**src/rtl/dds_wave_ctrl.sv**
```systemverilog
// DDS waveform controller: phase accumulator, four wave sources,
// amplitude scaling and config updates aligned to phase wraps.
module dds_wave_ctrl #(
  parameter int PHASE_W = 32,
  parameter int ROM_AW  = 10
) (
  input  logic               clk_125M,
  input  logic               rst_n,
  input  logic               enable,
  input  logic               cfg_valid,
  output logic               cfg_ready,
  input  logic [PHASE_W-1:0] cfg_ftw,
  input  logic [1:0]         cfg_wave_sel,
  input  logic [7:0]         cfg_amp,
  output logic [ROM_AW-1:0]  rom_addr,
  input  logic [7:0]         rom_data,
  output logic [7:0]         da_data,
  output logic               da_valid
);

  localparam logic [PHASE_W-1:0] FTW_RST =
    PHASE_W'(1) << (PHASE_W - 10);

  typedef enum logic [1:0] {
    IDLE,
    FILL,
    RUN
  } state_t;

  state_t             state_q;
  logic [1:0]         fill_q;
  logic [PHASE_W-1:0] phase_q;
  logic [PHASE_W-1:0] phase_d;
  logic               carry;
  logic [PHASE_W:0]   acc_sum;

  logic [PHASE_W-1:0] ftw_q;
  logic [1:0]         sel_q;
  logic [7:0]         amp_q;
  logic [PHASE_W-1:0] sh_ftw_q;
  logic [1:0]         sh_sel_q;
  logic [7:0]         sh_amp_q;
  logic               pend_q;
  logic               apply;
  logic               xfer;

  logic [8:0]         ph1_q;
  logic [1:0]         sel1_q;
  logic [7:0]         amp1_q;
  logic [7:0]         raw_d;
  logic [7:0]         raw_q;
  logic [7:0]         amp2_q;

  logic signed [17:0] smp_s;
  logic signed [17:0] amp_s;
  logic signed [17:0] prod;
  logic [7:0]         da_calc;
  logic [7:0]         da_q;
  logic               dv_q;

  assign acc_sum = {1'b0, phase_q} + {1'b0, ftw_q};
  assign phase_d = acc_sum[PHASE_W-1:0];
  assign carry   = acc_sum[PHASE_W];

  // Running configs only change on a wrap so periods stay whole
  assign xfer  = cfg_valid & ~pend_q;
  assign apply = pend_q &
                 ((state_q == IDLE) | (enable & carry));

  always_comb begin
    raw_d = rom_data;
    unique case (sel1_q)
      2'd0: raw_d = rom_data;
      2'd1: raw_d = ph1_q[8] ? 8'd0 : 8'd255;
      2'd2: raw_d = ph1_q[8:1];
      2'd3: raw_d = ph1_q[8] ? ~ph1_q[7:0] : ph1_q[7:0];
    endcase
  end

  assign smp_s   = {10'd0, raw_q} - 18'd128;
  assign amp_s   = {10'd0, amp2_q};
  assign prod    = smp_s * amp_s;
  assign da_calc = 8'((prod >>> 8) + 18'sd128);

  always_ff @(posedge clk_125M or negedge rst_n) begin
    if (!rst_n) begin
      state_q  <= IDLE;
      fill_q   <= '0;
      phase_q  <= '0;
      da_q     <= 8'd128;
      dv_q     <= 1'b0;
      pend_q   <= 1'b0;
      ftw_q    <= FTW_RST;
      sel_q    <= 2'd0;
      amp_q    <= 8'd255;
      sh_ftw_q <= '0;
      sh_sel_q <= 2'd0;
      sh_amp_q <= 8'd0;
    end else begin
      if (apply) begin
        ftw_q  <= sh_ftw_q;
        sel_q  <= sh_sel_q;
        amp_q  <= sh_amp_q;
        pend_q <= 1'b0;
      end else if (xfer) begin
        sh_ftw_q <= cfg_ftw;
        sh_sel_q <= cfg_wave_sel;
        sh_amp_q <= cfg_amp;
        pend_q   <= 1'b1;
      end
      if (!enable) begin
        state_q <= IDLE;
        phase_q <= '0;
        da_q    <= 8'd128;
        dv_q    <= 1'b0;
      end else begin
        unique case (state_q)
          IDLE: begin
            state_q <= FILL;
            fill_q  <= '0;
          end
          FILL: begin
            phase_q <= phase_d;
            fill_q  <= fill_q + 2'd1;
            if (fill_q == 2'd2) begin
              state_q <= RUN;
              dv_q    <= 1'b1;
              da_q    <= da_calc;
            end
          end
          RUN: begin
            phase_q <= phase_d;
            da_q    <= da_calc;
          end
          default: state_q <= IDLE;
        endcase
      end
    end
  end

  // Config travels with its phase so no sample mixes two sets
  always_ff @(posedge clk_125M or negedge rst_n) begin
    if (!rst_n) begin
      ph1_q  <= '0;
      sel1_q <= 2'd0;
      amp1_q <= 8'd0;
      raw_q  <= 8'd0;
      amp2_q <= 8'd0;
    end else begin
      ph1_q  <= phase_q[PHASE_W-1 -: 9];
      sel1_q <= sel_q;
      amp1_q <= amp_q;
      raw_q  <= raw_d;
      amp2_q <= amp1_q;
    end
  end

  assign cfg_ready = ~pend_q;
  assign rom_addr  = phase_q[PHASE_W-1 -: ROM_AW];
  assign da_data   = da_q;
  assign da_valid  = dv_q;

endmodule

```
**config.mk**
```make
export PLATFORM = sky130hd
export DESIGN_NAME = dds_wave_ctrl
export DESIGN_NICKNAME = d
export VERILOG_FILES = /design/src/rtl/dds_wave_ctrl.sv
export SDC_FILE = /design/constraint.sdc
export NUM_CORES = 1
export LEC_CHECK = 0
export CORE_MARGIN = 2
export CORE_UTILIZATION = 27
export CTS_BUF_LIST = sky130_fd_sc_hd__clkbuf_4 sky130_fd_sc_hd__clkbuf_8
export DETAILED_ROUTE_END_ITERATION = 7
export GPL_ROUTABILITY_DRIVEN = 0
export HOLD_SLACK_MARGIN = 0.1
export PLACE_DENSITY = 0.53
export SETUP_SLACK_MARGIN = 0.5
export SLEW_MARGIN = 20
export SYNTH_ARGS = -nofsm -noshare
export SYNTH_HDL_FRONTEND = slang
export SYNTH_SLANG_ARGS = --single-unit
```
**constraint.sdc**
```tcl
create_clock -name clk_125M -period 15.2 [get_ports clk_125M]
set_clock_uncertainty 0.2 [all_clocks]
set_input_delay 4.56 -clock clk_125M [delete_from_list [all_inputs] [get_ports clk_125M]]
set_output_delay 4.56 -clock clk_125M [all_outputs]
set_load 0.02 [all_outputs]
```
==> run summary, run 1 <==
Status = finished clean
Synth top area cells = dfrtp_1, fa_1, ha_1, mux2_4, mux2_2
Grt total ovfl = 0
Die ar. = 39,700 sq um
Diode count = 0
Netlist cell types = 65
Pre-Repair DR Iteration Count = 4
Root Buffer = clkbuf_8
Drt drc = 0
Post-synth EDFFs = 0
Core ar. = 37,600 sq um
CTS sink count = 165
Fmax = 0.146 GHz
Max Slew Vio Count = 0
CP Launch Type = input port
Syn Nets = 1,072
Commonest non-fill, non-tap cell in the layout = dfrtp_1
Mapped Cells = 901
Detailed placement HPWL = 15,800 um
DP Worst Slack = 7.82 ns
Main synth FF type = dfrtp_1
Die width = 199 um
Clk Latency, worst-skew pair = 0.47 ns
# H-tree levels = 4
Final min period = 6.85 ns
# Post-CTS Setup Buffers = 0
Starting Density = 0.274
Mapped cell area = 10,300 sq um
Sequential area share after synthesis = 0.403
Post-cts sizing count = 0
Area leader, netlist = dfrtp_1
First-pass GRT wire length = 34,400 um
FP Rows = 71
Via count of the first global-routing pass = 6,489
Total track usage = 0.111
Clk slew on worst S/H paths = 0.08 ns
Fin crit share = 0.451
#FFs+latches synth = 165
ANT nets after route = 0
Avg Cell Area, Syn = 11.4 sq um
Most frequent cells in the layout = dfrtp_1, inv_1, clkdlybuf4s50_1, ha_1, nand2_1
Setup TNS = 0 ns
Crit Path Max Fanout = 47
Num CTS Buffers = 17
Largest net degree at the start of global routing = 88
Transition time of the tightest slew-check pin = 0.963 ns
Share of the synthesized area in the top cell type = 0.377
Final setup viols = 0
CP endpoint kind = flip-flop
Fin nets = 1,134
Final setup margin = 8.35 ns
WL final = 20,900 um
Die height = 199 um
DR vias/cell = 4.38
HP Class = flip-flop to flip-flop
Vias = 6,507
FFs w/ async S/R, synth = 1.00
Worst Path Required = 15.34 ns
# fillers = 3,840
Clk buf depth = 2
Hold buffer count at CTS = 0
Area growth from synthesis to layout = 16.0%
Max-slew headroom = 0.358
RSZ-0062 raised after global routing = no
First DRT Iteration DRCs = 254
Yosys warns = 0
Max Cap Viol = 0
CTS tree = yes
Port-buffer cells = 73
Crit path kind = input port to flip-flop
WL/cell = 14.1 um
Layout cell share with drive strength beyond 1 = 0.142
Initial antenna violation count = 0
Critical path data arrival time = 6.99 ns
# IOs = 74
Final hold violation count = 0
## stage by stage
stage	instance area, sq um	utilization	hold WS [ns]	std cells
2_1_floorplan	10300	-	0.131	901
3_3_place_gp	11500	0.306	0.133	1455
3_5_place_dp	11500	0.306	0.135	1455
4_1_cts	11900	0.317	0.154	1486
5_1_grt	11900	0.317	0.159	1486
6_report	11900	0.317	0.150	1486
## sequential cells by signal (all words and copies together), names as in the netlist, 8 cells and up
register,cells
sh_ftw_q,32
ftw_q,32
amp_q,8
da_data,8
phase_q,32
ph1_q,9
amp2_q,8
sh_amp_q,8
amp1_q,8
raw_q,8
## per-layer routing
layer / part of all wire / vias to the layer above / wire [um] / GRT usage
met5: 0 / - / 0 / 0
met1: 0.48 / 3248 / 9960 / 0.150
li1: - / 3175 / - / -
met3: 0.035 / 12 / 736 / 0.0236
met2: 0.48 / 72 / 10100 / 0.184
met4: 0.0072 / 0 / 151 / 0.0235
## layout make-up
type / instances / area (sq um) / share of cell area
Clock inverter: 10 / 146 / 0.0123
Multi-Input combinational cell: 612 / 5620 / 0.471
Inverter: 89 / 334 / 0.0280
Timing Repair Buffer: 78 / 769 / 0.0645
Clock buffer: 21 / 277 / 0.0232
Sequential cell: 165 / 4140 / 0.347
Tap cell: 511 / 639 / 0.0536
## cell families after synthesis
| kind of cell | count (synthesis) | synth area share |
|---|---|---|
| adders and majority gates | 117 | 0.180 |
| buffers and inverters | 124 | 0.0518 |
| DFF | 165 | 0.403 |
| muxes | 106 | 0.128 |
| AOI/OAI and AO/OA | 139 | 0.0915 |
| xor gates and xnor gates | 38 | 0.0324 |
| and+or+nand+nor | 212 | 0.113 |
## synthesized netlist by cell type, drive strengths merged (8+ instances only)
cell	n
dfrtp	155
inv	89
mux2	84
ha	65
nand2	53
fa	52
nor2b	39
a21oi	38
and2	38
xnor2	29
o21ai	27
nor2	23
mux2i	22
buf	18
clkbuf	17
nand2b	16
a21o	12
nand3	11
dfstp	10
xor2	9
o31ai	8
## path summary, 6_finish.rpt
check | end | slack [ns] | cells after the start | startpoint
max | ftw_q[4] | 8.35 | 7 | enable
min | amp2_q[3] | 0.15 | 0 | amp1_q[3]
max reg2reg | da_data[7] | 9.68 | 18 | raw_q[7]
min reg2reg | amp2_q[3] | 0.15 | 0 | amp1_q[3]
max in group asynchronous | raw_q[1] | 9.35 | 2 | rst_n
min in group asynchronous | sh_ftw_q[7] | 3.97 | 1 | rst_n
## worst max-delay path, cell delays in order
cell             delay (ns)
clkdlybuf4s50_1        0.40
buf_4                  0.27
o21a_1                 0.17
o21a_1                 0.22
o21ai_4                0.29
buf_4                  0.62
mux2_2                 0.40
Power of run 1 is not shown: default switching activity piles up to over one toggle a cycle in this logic, so the estimate is an artifact.
==> inputs of run 2 (changes only) <==
==> constraint.sdc (replaced) <==
create_clock -name clk_125M -period 6.6 [get_ports clk_125M]
set_clock_uncertainty 0.2 [all_clocks]
set_input_delay 1.98 -clock clk_125M [delete_from_list [all_inputs] [get_ports clk_125M]]
set_output_delay 1.98 -clock clk_125M [all_outputs]
set_load 0.02 [all_outputs]
==> run summary, run 2 (same netlist as run 1, synthesis figures left out) <==
Diode count = 0
Drt drc = 0
Clk slew on worst S/H paths = 0.09 ns
R2R Setup Slk = 1.15 ns
RSZ-0062 raised after global routing = no
Total track usage = 0.115
Num CTS Buffers = 17
# IOs = 74
FP Rows = 71
Largest registers = ftw_q x32, phase_q x32, sh_ftw_q x32
Crit Path Max Fanout = 8
Fin nets = 1,136
First DRT Iteration DRCs = 336
WL final = 21,500 um
Root Buffer = clkbuf_8
Port-buffer cells = 73
Most frequent cells in the layout = dfrtp_1, inv_1, clkdlybuf4s50_1, ha_1, nand2_1
Fmax = 0.183 GHz
Via count of the first global-routing pass = 6,643
Core Util, Final = 0.320
CP endpoint kind = flip-flop
WL/cell = 14.4 um
# H-tree levels = 4
CP Launch Type = flip-flop
Die width = 199 um
Core ar. = 37,600 sq um
Final hold violation count = 0
Max Cap Viol = 0
Critical path data arrival time = 5.64 ns
Max-slew headroom = 0.370
DR vias/cell = 4.33
Initial antenna violation count = 0
Crit path kind = flip-flop to flip-flop
Layout cell share with drive strength beyond 1 = 0.144
Clk Latency, worst-skew pair = 0.47 ns
Met2 Track Usage GR = 0.188
# Post-CTS Setup Buffers = 0
Die ar. = 39,700 sq um
Met3 Use GR = 0.0230
HP Class = flip-flop to flip-flop
First-pass GRT wire length = 35,200 um
Transition time of the tightest slew-check pin = 0.941 ns
CTS sink count = 165
Vias = 6,443
Most used routing layer = met2
Die height = 199 um
Commonest non-fill, non-tap cell in the layout = dfrtp_1
Final min period = 5.45 ns
Starting Density = 0.274
Met1 usage = 0.155
Grt total ovfl = 0
Max Slew Vio Count = 0
Setup TNS = 0 ns
Largest net degree at the start of global routing = 94
Detailed placement HPWL = 16,100 um
Fin crit share = 0.826
ANT nets after route = 0
Worst Path Required = 6.79 ns
Clk buf depth = 2
Post-cts sizing count = 0
Hold buffer count at CTS = 0
Area growth from synthesis to layout = 16.9%
Final setup viols = 0
Status = finished clean
Pre-Repair DR Iteration Count = 4
CTS tree = yes
==> run 2: per-layer routing <==
metal	part of all wire	up-vias
met2	0.48	80
met3	0.033	14
li1	-	3180
met5	0	-
met1	0.48	3169
met4	0.011	0
==> run 2: final timing paths <==
| kind | startpoint | to | depth (start not counted) |
|---|---|---|---|
| setup reg to reg | raw_q[7] | da_data[7] | 18 |
| hold reg to reg | amp1_q[2] | amp2_q[2] | 0 |
| hold / removal | amp1_q[2] | amp2_q[2] | 0 |
| setup / recovery | raw_q[7] | da_data[7] | 18 |
| min in group asynchronous | rst_n | ftw_q[30] | 1 |
| max in group asynchronous | rst_n | ftw_q[17] | 2 |
==> run 2: final cells by class <==
class                      count  area, sq um
clock buffer                  20          263
sequential                   165         4140
tap                          511          639
timing repair buffer          80          797
clock inverter                12          226
multi-input combinational    612         5620
inverter                      89          334
fill                        3823        25600
==> run 2: critical path, cell delays in order, from the launching register on <==
cell and delay (ns):
dfrtp_1 0.45, nand2b_1 0.27, fa_1 0.58, inv_1 0.05, fa_1 0.50, inv_1 0.05, fa_1 0.47, inv_1 0.05
fa_1 0.47, ha_1 0.32, a21oi_1 0.12, o21ai_1 0.13, a211oi_1 0.26, nor2_1 0.11, or4_1 0.44, a31oi_1 0.26
nor2b_1 0.09, or3_1 0.35, a32oi_1 0.22
==> run 2: stage by stage <==
| step | area, sq um | instances | worst slack [ns] | hold slack, ns |
|---|---|---|---|---|
| 2_1_floorplan | 10300 | 901 | 1.49 | 0.131 |
| 3_3_place_gp | 11500 | 1457 | 1.22 | 0.138 |
| 3_5_place_dp | 11500 | 1457 | 1.16 | 0.135 |
| 4_1_cts | 12000 | 1489 | 1.11 | 0.155 |
| 5_1_grt | 12000 | 1489 | 0.807 | 0.164 |
| 6_report | 12000 | 1489 | 1.15 | 0.152 |
Power of run 2 is left out for the same reason.
